File: src/rtl/lms_adapt_ctrl.sv
// lms_adapt_ctrl
// Sequencing and step-size scheduling controller for an LMS adaptive filter.
// Each accepted upstream sample produces one lms_en pulse. The controller then
// waits for the filter's lms_update strobe and accumulates |lms_err| over a
// window of 2^WIN_LOG samples. After every window the shift-based step code u
// moves one step toward finer (u+1) or coarser (u-1) adaptation, clamped to
// [U_MIN, U_MAX]. The controller also flags convergence and aborts when the
// filter stops responding.
//
// Ports:
//   clk, rst_n         clock, synchronous active-low reset
//   start, stop        begin adaptation (IDLE only) / abort from any state
//   freeze             hold u constant while averaging continues
//   thr_lo, thr_hi     unsigned window-average thresholds (refine / coarsen)
//   smp_vld, smp_rdy   upstream sample handshake
//   lms_en             one-cycle enable to the filter
//   lms_update,lms_err filter result strobe and signed error
//   u                  step-size shift code
//   win_avg, avg_vld   last window average |err| and its update pulse
//   converged, timeout convergence level, sticky abort flag
//   busy               controller not idle
module lms_adapt_ctrl #(
  parameter int E_W     = 16,
  parameter int WIN_LOG = 6,
  parameter int U_MIN   = 2,
  parameter int U_MAX   = 12,
  parameter int U_INIT  = 4,
  parameter int TO_W    = 8,
  parameter int TIMEOUT = 200
) (
  input  logic                  clk,
  input  logic                  rst_n,
  input  logic                  start,
  input  logic                  stop,
  input  logic                  freeze,
  input  logic [E_W-1:0]        thr_lo,
  input  logic [E_W-1:0]        thr_hi,
  input  logic                  smp_vld,
  output logic                  smp_rdy,
  output logic                  lms_en,
  input  logic                  lms_update,
  input  logic signed [E_W-1:0] lms_err,
  output logic [7:0]            u,
  output logic [E_W-1:0]        win_avg,
  output logic                  avg_vld,
  output logic                  converged,
  output logic                  timeout,
  output logic                  busy
);

  localparam int MAG_W = E_W - 1;
  localparam int ACC_W = MAG_W + WIN_LOG;

  localparam logic [1:0] S_IDLE  = 2'd0;
  localparam logic [1:0] S_ISSUE = 2'd1;
  localparam logic [1:0] S_WAIT  = 2'd2;
  localparam logic [1:0] S_EVAL  = 2'd3;

  logic [1:0]         state;
  logic [ACC_W-1:0]   acc;
  logic [WIN_LOG-1:0] cnt;
  logic [TO_W-1:0]    to_cnt;
  logic [MAG_W-1:0]   mag;
  logic [ACC_W-1:0]   acc_sum;
  logic [7:0]         u_nxt;

  // |v| saturated to MAG_W bits: the most negative input maps to the largest
  // positive magnitude instead of wrapping back to itself.
  function automatic logic [MAG_W-1:0] abs_sat(input logic signed [E_W-1:0] v);
    logic signed [E_W-1:0] neg;
    if (v == {1'b1, {MAG_W{1'b0}}}) begin
      return {MAG_W{1'b1}};
    end else if (v[E_W-1]) begin
      neg = -v;
      return neg[MAG_W-1:0];
    end else begin
      return v[MAG_W-1:0];
    end
  endfunction

  // Stage 0: combinational magnitude, accumulation and step decision
  assign mag     = abs_sat(lms_err);
  assign acc_sum = acc + {{WIN_LOG{1'b0}}, mag};
  assign smp_rdy = (state == S_ISSUE);
  assign busy    = (state != S_IDLE);

  // The refine test comes first so an inverted threshold pair still refines.
  // win_avg already holds this window's average while in EVAL.
  always_comb begin
    u_nxt = u;
    if (!freeze && (win_avg < thr_lo) && (u < 8'(U_MAX))) begin
      u_nxt = u + 8'd1;
    end else if (!freeze && (win_avg > thr_hi) && (u > 8'(U_MIN))) begin
      u_nxt = u - 8'd1;
    end
  end

  // Stage 1: registered FSM, counters and outputs
  always_ff @(posedge clk) begin
    if (!rst_n) begin
      state     <= S_IDLE;
      u         <= 8'(U_INIT);
      lms_en    <= 1'b0;
      avg_vld   <= 1'b0;
      converged <= 1'b0;
      timeout   <= 1'b0;
      win_avg   <= '0;
      acc       <= '0;
      cnt       <= '0;
      to_cnt    <= '0;
    end else begin
      lms_en  <= 1'b0;
      avg_vld <= 1'b0;
      if (stop && (state != S_IDLE)) begin
        state <= S_IDLE;
      end else begin
        case (state)
          S_IDLE: begin
            if (start && !stop) begin
              state     <= S_ISSUE;
              u         <= 8'(U_INIT);
              acc       <= '0;
              cnt       <= '0;
              to_cnt    <= '0;
              converged <= 1'b0;
              timeout   <= 1'b0;
            end
          end
          S_ISSUE: begin
            if (smp_vld) begin
              lms_en <= 1'b1;
              to_cnt <= '0;
              state  <= S_WAIT;
            end
          end
          S_WAIT: begin
            if (lms_update) begin
              acc    <= acc_sum;
              cnt    <= cnt + 1'b1;
              to_cnt <= '0;
              if (cnt == {WIN_LOG{1'b1}}) begin
                // Publish the average together with avg_vld so both are
                // visible during the single EVAL cycle.
                win_avg <= {1'b0, acc_sum[ACC_W-1:WIN_LOG]};
                avg_vld <= 1'b1;
                state   <= S_EVAL;
              end else begin
                state <= S_ISSUE;
              end
            end else if (to_cnt == TO_W'(TIMEOUT - 1)) begin
              timeout <= 1'b1;
              state   <= S_IDLE;
            end else begin
              to_cnt <= to_cnt + 1'b1;
            end
          end
          default: begin
            u         <= u_nxt;
            converged <= (win_avg < thr_lo) && (u_nxt == 8'(U_MAX));
            acc       <= '0;
            cnt       <= '0;
            state     <= S_ISSUE;
          end
        endcase
      end
    end
  end

endmodule

File: config.mk
export PLATFORM = sky130hd
export DESIGN_NAME = lms_adapt_ctrl
export DESIGN_NICKNAME = d
export VERILOG_FILES = /design/src/rtl/lms_adapt_ctrl.sv
export SDC_FILE = /design/constraint.sdc
export NUM_CORES = 1
export LEC_CHECK = 0
export ABC_AREA = 0
export BUFFER_PORTS_ARGS = -buffer_cell sky130_fd_sc_hd__buf_2
export CAP_MARGIN = 10
export CORE_MARGIN = 2
export CORE_UTILIZATION = 45
export DETAILED_ROUTE_END_ITERATION = 7
export GPL_ROUTABILITY_DRIVEN = 1
export GPL_TIMING_DRIVEN = 0
export HOLD_SLACK_MARGIN = 0.12
export PLACE_DENSITY = 0.62
export SLEW_MARGIN = 25
export SYNTH_ARGS = -nofsm -noshare
export SYNTH_HDL_FRONTEND = slang
export SYNTH_SLANG_ARGS = --single-unit
File: constraint.sdc
create_clock -name clk -period 11.7 [get_ports clk]
set_input_delay 1.17 -clock clk [delete_from_list [all_inputs] [get_ports clk]]
set_output_delay 1.17 -clock clk [all_outputs]
set_load 0.02 [all_outputs]
Word-level counts from Yosys, hierarchy flattened:

Cells that the tools add are included.

* equal/unequal tests: 13
* mux-type cells: 30
* add/sub/neg operators: 6
* bitwise gates (word level): 6
* $lt $le $gt $ge: 4
* reductions and logical operators: 23

Operator list (count)
* 21-bit case mux with 3 select lines: 1
* 8-bit 2-to-1 mux: 7
* 21-bit 2-to-1 mux: 2
* 15-bit 2-to-1 mux: 2
* 8-bit case mux with 3 select lines: 1
* 21-bit by 15-bit adder with 21-bit output: 1
* 6-bit case mux with 3 select lines: 1
* 8-bit by 1-bit adder with 8-bit output (second input constant): 2
* 16-bit equality test (second input constant): 1
* 15-bit by 16-bit greater-than comparator with 1-bit output: 1
* 15-bit by 16-bit < comparator with 1-bit output: 1
* 8-bit case mux with 2 select lines: 1
* 15-bit negation: 1
* 6-bit 2-to-1 mux: 2
* 2-bit 2-to-1 mux: 5
* 2-bit != test (second input constant): 5
* 5-bit AND reduction: 2
* 8-bit by 4-bit equality test with 1-bit output (second input constant): 1
* 8-bit equality test (second input constant): 1
* 8-bit by 2-bit greater-than comparator with 1-bit output (second input constant): 1
* 8-bit by 4-bit < comparator with 1-bit output (second input constant): 1
* 4-bit AND reduction: 2
* 8-bit by 1-bit subtractor with 8-bit output (second input constant): 1
* 1-bit logical AND: 7
* 17 further kinds: 32

* output and inout port bits: 30
* word-level logic and storage cells: 92
* register bits: 64
* input port bits: 55

Depth between registers and ports, before layout:

Gate-level depths: netlist (run 1).

* word-level depth: 8
* gate-level depth with buffers: 18
* mapped depth without buffers: 17

Worst setup path after synthesis (run 1):

Ideal clock, no wire load.

* path kind: input -> register
* start point: input port lms_err[4]
* end point: register acc[16]
* cell stages on the path: 15
* slack: 7.028 ns
* arrival: 4.556 ns
* setup time: 0.116 ns
* path through: or3_1 or4_1 nor3_1 nand3b_1 clkbuf_1 nand2_1 ha_1 a21oi_1 o21bai_1 a2111oi_0 o31a_1 o21bai_1 a41oi_2 o21ai_0 a41o_1

* word-level cells in the longest chain between the ends: 6

Ends and longest elaborated chain
* start: declaration: line 42 `input logic signed [E_W-1:0] lms_err,`
* 15-bit negation: line 74 `neg = -v;`
* 15-bit 2-to-1 mux: line 73 `end else if (v[E_W-1]) begin`
* 15-bit 2-to-1 mux (*): line 71 `if (v == {1'b1, {MAG_W{1'b0}}}) begin`
* 21-bit by 15-bit adder with 21-bit output (*): line 83 `assign acc_sum = acc + {{WIN_LOG{1'b0}}, mag};`
* 21-bit 2-to-1 mux (*): line 137 `if (lms_update) begin`
* 21-bit case mux with 3 select lines (*): line 117 `case (state)`
* end signal: assignment: line 138 `acc <= acc_sum;`
* end: declaration: line 60 `logic [ACC_W-1:0] acc;`

Every way passes the cells marked *; elsewhere a longest branch is shown, timed or not. The select of a mux whose other input is x is not followed.
A chain may end at the register's enable or synchronous reset.

Worst setup path after layout (run 1):

* start point: input port lms_err[4]
* end point: register win_avg[10]

* word-level cells in the longest chain between the ends: 4

Ends and longest elaborated chain
* 15-bit negation: line 74
* 15-bit 2-to-1 mux: line 73
* 15-bit 2-to-1 mux (*): line 71
* 21-bit by 15-bit adder with 21-bit output (*): line 83
* end signal: assignment: line 144 `win_avg <= {1'b0, acc_sum[ACC_W-1:WIN_LOG]};`
* end: declaration: line 44 `output logic [E_W-1:0] win_avg,`

Every way passes the cells marked *; elsewhere a longest branch is shown, timed or not.

==> run_results.csv, run 1 <==
group,metric,value,unit
layout,multi_input_area,0.003366,sq mm
global_routing,grt_pass1_wl,19.89,mm
synth,netlist.area_leader.share,26.09,%
power,power.density,90.47,mW/mm^2
clock_tree,cts_root_buffer,"clkbuf_8",
synth,synth_cells,634,
setup_path,worstPathMaxFanout,10,
flow_run,cap_violations,0,
timing,slew_headroom,33.49,%
global_routing,grt_overflow,0,
clock_tree,tritoncts,"done",
synth,yosysWarnings,0,
power,seqPwrFrac,42.8,%
power,p_leak,2.602,nW
setup_path,critPathCaptureType,"flip-flop",
power,swShare,31.45,%
power,p_int,0.0003533,W
synth,synth_cell_types,70,
power,ir_worst_vdd,0.06138,mV
layout,nets,836,
timing,worst_pin_slew,990.1,ps
floorplanning,num_rows,38,
layout,syn_to_final_growth,16.00,%
setup_path,required,11920,ps
clock_tree,insertion_delay,350,ps
route,routedWlPerCell,13.98,um
route,vias,4775,
timing,tns,0,ps
power,clkPwrFrac,37.2,%
layout,antenna_cells,0,
synth,ys_seq_area_share,26.09,%
route,routed_wl,12.20,mm
floorplanning,die_h,108.5,um
synth,synth_largest_area_cell,"dfxtp_1",
status,outcome,"finished, final reports clean",
global_routing,grt_max_degree,13,
power,comb_power_share,20.0,%
synth,synth_top_cells_by_area,"dfxtp_1, ha_1, nand2_1, a21oi_1, xor2_1",
synth,async_flop_share,0,%
timing,fin_crit,5075,ps
clock_tree,cts_hold_buffers,0,
route,initialDrtViolationCount,221,
floorplanning,core_region_area,0.01075,sq mm
route,dr.pass1.iters,4,
timing,holdWs,466.3,ps
floorplanning,io_pins,85,
clock_tree,path_clk_slew,80,ps
layout,fillers,1071,
global_routing,grt_pass1_vias,4339,
setup_path,arrival,5290,ps
global_routing,antenna_found_initial,0,
route,vias_per_cell,5.470,
layout,post-route-util,53.02,%
timing,rsz0062_at_grt,"no",
hold_path,hold_class,"flip-flop to flip-flop",
floorplanning,die_area,0.01176,sq mm
synth,synth-seq-cells,64,
timing,final-setup-viol-count,0,
layout,final_layout_size_suffix_gt1_share,16.23,%
synth,synth_nets,742,
synth,ys.flop_type,"dfxtp_1",
synth,synth_edf_count,0,
clock_tree,postCtsResizedCells,0,
clock_tree,numCtsBuffers,9,
global_routing,groute.usage.overall,21.04,%
placement,dpl_cell_area,0.005502,sq mm
clock_tree,clockBufferDepth,2,
clock_tree,cts_htree_levels,3,
setup_path,crit_path_start_kind,"input pin",
power,switchingPower,0.0001621,W
clock_tree,post-cts-setup-buffer-count,0,
layout,seqCellArea,0.001281,sq mm
floorplanning,initial_utilization,45.70,%
route,drc,0,
power,p_total,0.0005154,W
placement,dpl.hpwl,9.743,mm
timing,final.period_utilization,43.37,%
timing,maxSlewViolCount,0,
placement,port_buffers,83,
clock_tree,clock_sink_count,64,
setup_path,path_class,"input pin to flip-flop",
placement,gp_congestion,0.8724,
timing,hold_viol_final,0,
route,ant_nets,0,
timing,skew,11.50,ps
synth,syn_area,0.004911,sq mm
layout,finalInstanceArea,0.005697,sq mm
floorplanning,die_w,108.5,um
synth,avgSynthCellArea,7.746,sq um
timing,max_freq,0.1971,GHz
layer usage:
metal	part of all wire, %	vias up	global-route usage, %
met1	48	2154	27.45
met5	0	-	0
met4	2.3	0	9.066
met3	5.3	20	2.291
met2	45	127	35.09
li1	-	2474	-
critical path, cell delays in order:
cell       delay [ps]
buf_2             110
or3_1             410
or4_1             500
nor3_1            260
nand3b_1          200
clkbuf_1          250
nand2_1           110
ha_1              260
a21oi_1           170
o21bai_1          140
a2111oi_0         670
o31a_1            330
o21bai_1          130
a41oi_2           270
xor2_1            220
a21oi_1            90
metrics by stage:
| step | setup slack, ps | instances |
|---|---|---|
| 4_1_cts | 6618 | 873 |
| 3_3_place_gp | 6303 | 857 |
| 6_report | 6625 | 873 |
| 2_1_floorplan | 7028 | 634 |
| 3_5_place_dp | 6279 | 857 |
| 5_1_grt | 6285 | 873 |
cells by family after synthesis:
| family | share of synthesized area [%] |
|---|---|
| xor+xnor | 6.599 |
| mux | 0.4077 |
| simple gates | 26.11 |
| compound gates | 21.68 |
| flops | 26.09 |
| fa+ha+maj | 13.66 |
| buf+inv | 5.376 |
| other cells | 0.07636 |
synth_stat cells (all sizes together), types with 3 or more instances:
library cell and number:
nor2 57, and3 11, o221ai 6, nor4 7, nand4 13, and4 3
dfxtp 64, nand2 73, o211ai 3, o31ai 6, xor2 26, ha 52
nor3 12, a21o 9, o21bai 5, or4 4, or3 7, a31oi 4
o21a 5, nand3 23, a41oi 3, a211oi 6, o311ai 3, o21ai 39
clkbuf 20, a22oi 9, inv 43, nand3b 6, and2 5, a21oi 51
or2 3, xnor2 11, nand4b 4, nand2b 9
sequential cells by signal, indices dropped and copies added (netlist names):
signal	count
acc	21
win_avg	15
to_cnt	8
u	8
cnt	6
state	2
avg_vld	1
converged	1
lms_en	1
timeout	1
placed cells by master (no fill, tap or decap), drive strengths merged, types with 7 or more instances in the layout:
cell,n
xor2,26
nand2b,9
o21ai,39
a22oi,9
inv,44
nor2,57
a21oi,51
buf,85
dfxtp,64
ha,52
xnor2,11
or3,7
nand2,73
and3,11
nor3,12
clkbuf,29
nand3,23
a21o,9
nor4,7
nand4,13
final timing paths:
kind | from | to | slack [ps] | depth (start not counted)
max | lms_err[4] | win_avg[10] | 6630 | 16
min | acc[2] | acc[2] | 470 | 2
max reg2reg | acc[0] | win_avg[10] | 8560 | 10
min reg2reg | acc[2] | acc[2] | 470 | 2
area by class of cell:
class	count	share of cell area [%]
inverters	44	2.899
clock buffers	9	2.174
multi-input cells	503	59.08
plain buffers	23	1.735
clock inverters	7	1.252
flip-flops and latches	64	22.49
repair buffers	83	7.292
well taps	140	3.075
power by group through the flow:
stage          clock network [W]  registers [W]  logic [W]
2_1_floorplan                  0       0.000226  0.0000682
3_5_place_dp                   0       0.000226   0.000102
6_report                0.000192       0.000221   0.000103
4_1_cts                 0.000195       0.000221   0.000103
5_1_grt                 0.000203       0.000221   0.000115
3_3_place_gp                   0       0.000226   0.000100
(Power assumes the default switching activity.)
==> run 2: changes to the inputs <==
--- a/config.mk
+++ b/config.mk
@@ -5,7 +5,7 @@
 export SDC_FILE = /design/constraint.sdc
 export NUM_CORES = 1
 export LEC_CHECK = 0
-export ABC_AREA = 0
+export ABC_AREA = 1
 export BUFFER_PORTS_ARGS = -buffer_cell sky130_fd_sc_hd__buf_2
 export CAP_MARGIN = 10
 export CORE_MARGIN = 2
@@ -14,7 +14,7 @@
 export GPL_ROUTABILITY_DRIVEN = 1
 export GPL_TIMING_DRIVEN = 0
 export HOLD_SLACK_MARGIN = 0.12
-export PLACE_DENSITY = 0.62
+export PLACE_DENSITY = 0.65
 export SLEW_MARGIN = 25
 export SYNTH_ARGS = -nofsm -noshare
 export SYNTH_HDL_FRONTEND = slang
==> constraint.sdc (replaced) <==
create_clock -name clk -period 4.25 [get_ports clk]
set_input_delay 0.425 -clock clk [delete_from_list [all_inputs] [get_ports clk]]
set_output_delay 0.425 -clock clk [all_outputs]
set_load 0.02 [all_outputs]
==> run_results.csv, run 2 <==
group,metric,value,unit
route,ant_nets,0,
route,vias,4963,
timing,hold_viol_final,0,
setup_path,crit_path_start_kind,"input pin",
synth,synth_largest_area_cell,"dfxtp_1",
hold_path,hold_depth,3,
setup_path,rr_startpoint,"acc[0]",
route,initialDrtViolationCount,233,
setup_path,required,4520,ps
route,dr.pass1.iters,4,
synth,synth_cell_types,51,
setup_path,reg2reg_slack,1970,ps
synth,syn_area,0.005042,sq mm
status,outcome,"finished, final reports clean",
clock_tree,cts_hold_buffers,0,
placement,dpl.hpwl,9.852,mm
hold_path,hold_class,"input pin to flip-flop",
power,p_leak,3.032,nW
layout,nets,961,
synth,avgSynthCellArea,6.635,sq um
timing,slew_headroom,61.21,%
floorplanning,initial_utilization,46.31,%
route,drc,0,
clock_tree,numCtsBuffers,9,
layout,fillers,1076,
route,vias_per_cell,4.978,
power,ir_worst_vdd,0.2036,mV
timing,max_freq,0.2732,GHz
global_routing,groute.usage.overall,20.50,%
clock_tree,path_clk_slew,70,ps
route,routed_wl,12.06,mm
clock_tree,cts_htree_levels,3,
clock_tree,clock_sink_count,64,
synth,synth_compound_area_share,16.13,%
timing,holdWs,332.4,ps
clock_tree,tritoncts,"done",
floorplanning,die_area,0.01207,sq mm
clock_tree,insertion_delay,340,ps
synth,synth-simple-area-share,30.25,%
setup_path,critPathCaptureType,"flip-flop",
synth,yosysMostFrequentCell,"nand2_1",
layout,final_cell_mix,"nand2_1, inv_1, buf_2",
layout,antenna_cells,0,
timing,skew,5.338,ps
timing,final-setup-viol-count,0,
synth,yosysWarnings,0,
floorplanning,die_h,109.9,um
clock_tree,postCtsResizedCells,0,
hold_path,min_from,"smp_vld",
layout,largest_register_ffs,21,
placement,port_buffers,82,
timing,fin_crit,3660,ps
floorplanning,io_pins,85,
synth,async_flop_share,0,%
flow_run,cap_violations,0,
synth,synth_edf_count,0,
global_routing,grt_pass1_wl,19.89,mm
layout,seqCellArea,0.001281,sq mm
setup_path,rr_endpoint,"acc[20]",
synth,synth_top_cells_by_area,"dfxtp_1, nand2_1, ha_1, inv_1, a21oi_1",
synth,synth_top_cells_by_count,"nand2_1, inv_1, dfxtp_1, a21oi_1, nor2_1",
layout,syn_to_final_growth,15.68,%
synth,synth_top_family_by_area,"simple AND/OR/NAND/NOR gates",
global_routing,grt_pass1_vias,4631,
floorplanning,die_w,109.9,um
hold_path,whs_endpoint,"lms_en",
setup_path,arrival,3930,ps
layout,final_common_cell,"nand2_1",
synth,ys_seq_area_share,25.41,%
timing,tns,0,ps
layout,multi_input_area,0.003214,sq mm
clock_tree,post-cts-setup-buffer-count,0,
synth,synth_nets,868,
synth,synth-seq-cells,64,
synth,synth_xor_area_share,3.995,%
power,power.density,354.8,mW/mm^2
timing,worst_pin_slew,579.7,ps
setup_path,worstPathMaxFanout,10,
clock_tree,cts_root_buffer,"clkbuf_8",
placement,gp_congestion,0.8419,
floorplanning,core_region_area,0.01089,sq mm
floorplanning,num_rows,38,
layout,final_layout_size_suffix_gt1_share,15.99,%
timing,rsz0062_at_grt,"no",
clock_tree,clockBufferDepth,2,
synth,synthAdderAreaFrac,13.30,%
setup_path,reg2regPathDepth,14,
timing,final.period_utilization,86.12,%
synth,synthMuxAreaShare,0,%
timing,maxSlewViolCount,0,
layout,largest_register,"acc",
power,p_total,0.002070,W
global_routing,antenna_found_initial,0,
global_routing,grt_max_degree,11,
layout,largestRegisters,"acc: 21 flops, win_avg: 15 flops",
route,routedWlPerCell,12.10,um
global_routing,grt_overflow,0,
synth,netlist.area_leader.share,25.41,%
setup_path,path_class,"input pin to flip-flop",
synth,synth_cells,760,
synth,ys.flop_type,"dfxtp_1",
run 2: report_power, final:
group / internal [W] / switching (W)
Sequential: 0.000635 / 0.0000245
Clock: 0.000314 / 0.000226
Combinational: 0.000275 / 0.000596
run 2: cell type report:
class / count / share of cell area, %
Tap cell: 140 / 3.003
Sequential cell: 64 / 21.96
Clock inverter: 3 / 0.6864
Timing Repair Buffer: 82 / 7.036
Inverter: 126 / 8.151
Buffer: 15 / 1.223
Clock buffer: 12 / 2.831
Multi-Input combinational cell: 555 / 55.11
run 2: layer usage:
layer,share of wire [%],vias to the layer above,global-route usage (%)
met5,0,-,0
met1,49,2228,25.63
met2,47,74,36.33
met4,0.82,0,5.063
met3,3.5,8,3.497
li1,-,2653,-
run 2: worst max-delay path: stages:
cell and delay [ps]:
buf_2 100, inv_1 70, ha_1 140, inv_1 50, nor3_1 200, nand2_1 100
nor2_1 100, nand2_1 100, nor2_1 130, inv_1 80, nor3_1 180, nand2_1 180
buf_2 220, nand2_1 80, ha_1 170, fa_1 200, nand2_1 90, a21oi_2 190
nand2_1 80, o211ai_2 80, nand2_1 70, nand2_1 130, nand4_1 140, nand2_1 130
nand2_1 70, xor2_1 220, nand2_1 80, a21oi_1 120
run 2: cell families (layout without fill, tap and decap cells):
family          after synthesis  count (layout)
fa+ha+maj                    53              53
buf+inv                     141             238
other cells                   1               1
compound gates              136             136
flops                        64              64
xor+xnor                     23              23
simple gates                342             342
run 2: through the flow:
| stage | cells | area [sq um] | utilization [%] | setup WS, ps |
|---|---|---|---|---|
| floorplan | 760 | 5042 | - | 907.1 |
| global placement | 982 | 5628 | 51.69 | 269.5 |
| detailed placement | 982 | 5628 | 51.69 | 218.0 |
| CTS | 997 | 5833 | 53.57 | 565.2 |
| global route | 997 | 5833 | 53.57 | 46.02 |
| finish | 997 | 5833 | 53.57 | 590.0 |
run 2: worst max-delay path by stage:
stage | start | endpoint | cells past startpoint
floorplan | lms_err[0] | win_avg[14] | 27
global placement | lms_err[0] | acc[20] | 28
detailed placement | lms_err[0] | acc[20] | 28
CTS | lms_err[0] | acc[20] | 28
global route | lms_err[1] | acc[20] | 28
finish | lms_err[0] | acc[20] | 28
==> run 3: changes to the inputs <==
--- a/config.mk
+++ b/config.mk
@@ -5,7 +5,7 @@
 export SDC_FILE = /design/constraint.sdc
 export NUM_CORES = 1
 export LEC_CHECK = 0
-export ABC_AREA = 1
+export ABC_AREA = 0
 export BUFFER_PORTS_ARGS = -buffer_cell sky130_fd_sc_hd__buf_2
 export CAP_MARGIN = 10
 export CORE_MARGIN = 2
==> run_results.csv, run 3 (synthesized netlist as in run 1, its figures left out) <==
group,metric,value,unit
setup_path,crit_top_cell,"buf_2",
clock_tree,clock_sink_count,64,
setup_path,crit_path_start_kind,"input pin",
power,p_int,0.0009427,W
power,seqPwrFrac,43.9,%
floorplanning,io_pins,85,
global_routing,grt_overflow,0,
layout,fillers,1069,
power,power.density,242.9,mW/mm^2
layout,final_common_cell,"buf_2",
timing,max_freq,0.2505,GHz
setup_path,path_class,"input pin to flip-flop",
timing,tns,0,ps
floorplanning,die_h,108.5,um
setup_path,reg2reg_slack,1350,ps
flow_run,cap_violations,0,
timing,maxSlewViolCount,0,
route,dr.pass1.iters,4,
clock_tree,insertion_delay,360,ps
setup_path,arrival,4250,ps
floorplanning,die_area,0.01176,sq mm
timing,skew,7.299,ps
global_routing,grt_max_degree,12,
floorplanning,die_w,108.5,um
global_routing,antenna_found_initial,0,
layout,nets,836,
timing,worst_pin_slew,1020,ps
layout,antenna_cells,0,
route,routed_wl,12.53,mm
setup_path,crit_slowest_cell,"or4_1",
clock_tree,path_clk_slew,70,ps
power,comb_power_share,20.6,%
route,vias_per_cell,5.564,
floorplanning,core_region_area,0.01075,sq mm
setup_path,cp_slowest_stage_delay,500,ps
timing,final-setup-viol-count,0,
setup_path,required,4500,ps
route,initialDrtViolationCount,269,
layout,finalInstanceArea,0.005697,sq mm
timing,holdWs,290.7,ps
layout,largest_register,"acc",
layout,final_cell_mix,"buf_2, nand2_1, dfxtp_1",
layout,stdcell_count,873,
floorplanning,num_rows,38,
layout,syn_to_final_growth,16.00,%
setup_path,path_cells,"buf_2 > or3_1 > or4_1 > nor3_2 > nand3b_1 > buf_2 > nand2_1 > ha_1 > a2111oi_0 > o21ai_0 > a41oi_1 > o211ai_1 > nand4_1 > nor3_1 > o31a_1",
power,ir_worst_vdd,0.1157,mV
global_routing,grt_pass1_vias,4532,
clock_tree,postCtsResizedCells,0,
clock_tree,post-cts-setup-buffer-count,0,
setup_path,worstPathMaxFanout,10,
layout,final_layout_size_suffix_gt1_share,16.64,%
clock_tree,cts_htree_levels,3,
setup_path,rr_startpoint,"acc[0]",
clock_tree,clockBufferDepth,2,
clock_tree,numCtsBuffers,9,
timing,rsz0062_at_grt,"no",
route,drc,0,
setup_path,critPathCaptureType,"flip-flop",
placement,dpl.hpwl,9.846,mm
placement,place_inst,857,
placement,port_buffers,83,
status,outcome,"finished, final reports clean",
route,vias,4857,
setup_path,reg2regPathDepth,10,
placement,pre_cts_ws,-349.4,ps
global_routing,groute.usage.overall,21.58,%
clock_tree,tritoncts,"done",
layout,largestRegisters,"acc: 21 flops, win_avg: 15 flops",
clock_tree,cts_hold_buffers,0,
placement,dpl_cell_area,0.005502,sq mm
route,routedWlPerCell,14.35,um
power,p_leak,2.597,nW
timing,hold_viol_final,0,
timing,final.period_utilization,93.93,%
hold_path,min_from,"smp_vld",
setup_path,timing.critical_path.from,"lms_err[4]",
timing,setup_slack,258.2,ps
hold_path,hold_class,"input pin to flip-flop",
global_routing,grt_pass1_wl,20.27,mm
timing,fin_crit,3992,ps
power,switchingPower,0.0004410,W
hold_path,whs_endpoint,"lms_en",
setup_path,rr_endpoint,"acc[16]",
timing,slew_headroom,31.45,%
power,clkPwrFrac,35.5,%
layout,largest_register_ffs,21,
clock_tree,cts_root_buffer,"clkbuf_8",
hold_path,hold_depth,3,
floorplanning,initial_utilization,45.70,%
route,ant_nets,0,
placement,gp_congestion,0.8592,
power,swShare,31.87,%
-- run 3: final cells by class --
| type | instances | area [sq um] | share of cell area (%) |
|---|---|---|---|
| multi-input combinational | 503 | 3377 | 59.28 |
| sequential | 64 | 1281 | 22.49 |
| timing repair buffer | 83 | 415.4 | 7.292 |
| tap | 140 | 175.2 | 3.075 |
| inverter | 44 | 165.2 | 2.899 |
| clock buffer | 11 | 151.4 | 2.658 |
| buffer | 23 | 100.1 | 1.757 |
| clock inverter | 5 | 31.28 | 0.5491 |
-- run 3: metal layers --
layer | global-route usage (%) | part of all wire, % | vias up
met5 | 0 | 0 | -
met1 | 27.32 | 48 | 2249
met4 | 8.791 | 1.9 | 0
li1 | - | - | 2468
met3 | 4.159 | 4.9 | 21
met2 | 35.89 | 45 | 119
-- run 3: critical path: cells and delay by family --
kind,cells,cell delay (ps)
AOI/OAI and AO/OA,5,1560
and+or+nand+nor,7,1660
adders and majority gates,1,270
buffers and inverters,2,340
-- run 3: worst max path at each step --
stage               slack (ps)          end  depth (start not counted)
global route               0.6      acc[16]                         19
CTS                          4  win_avg[10]                         16
finish                     260      acc[17]                         15
global placement          -350      acc[16]                         16
detailed placement        -350  win_avg[10]                         16
floorplan                  320      acc[16]                         15
-- run 3: metrics by stage --
step / total power [W] / utilization [%]
2_1_floorplan: 0.0008105 / -
3_3_place_gp: 0.0008964 / 51.20
3_5_place_dp: 0.0009037 / 51.20
4_1_cts: 0.001388 / 52.90
5_1_grt: 0.001447 / 53.02
6_report: 0.001384 / 53.02
-- run 3: power groups by stage --
stage	clock network [W]	registers (W)	logic, W
after floorplan	0	0.000623	0.000188
after global placement	0	0.000621	0.000275
after detailed placement	0	0.000622	0.000282
after CTS	0.000498	0.000608	0.000283
after global routing	0.000519	0.000608	0.000321
final	0.000491	0.000608	0.000285
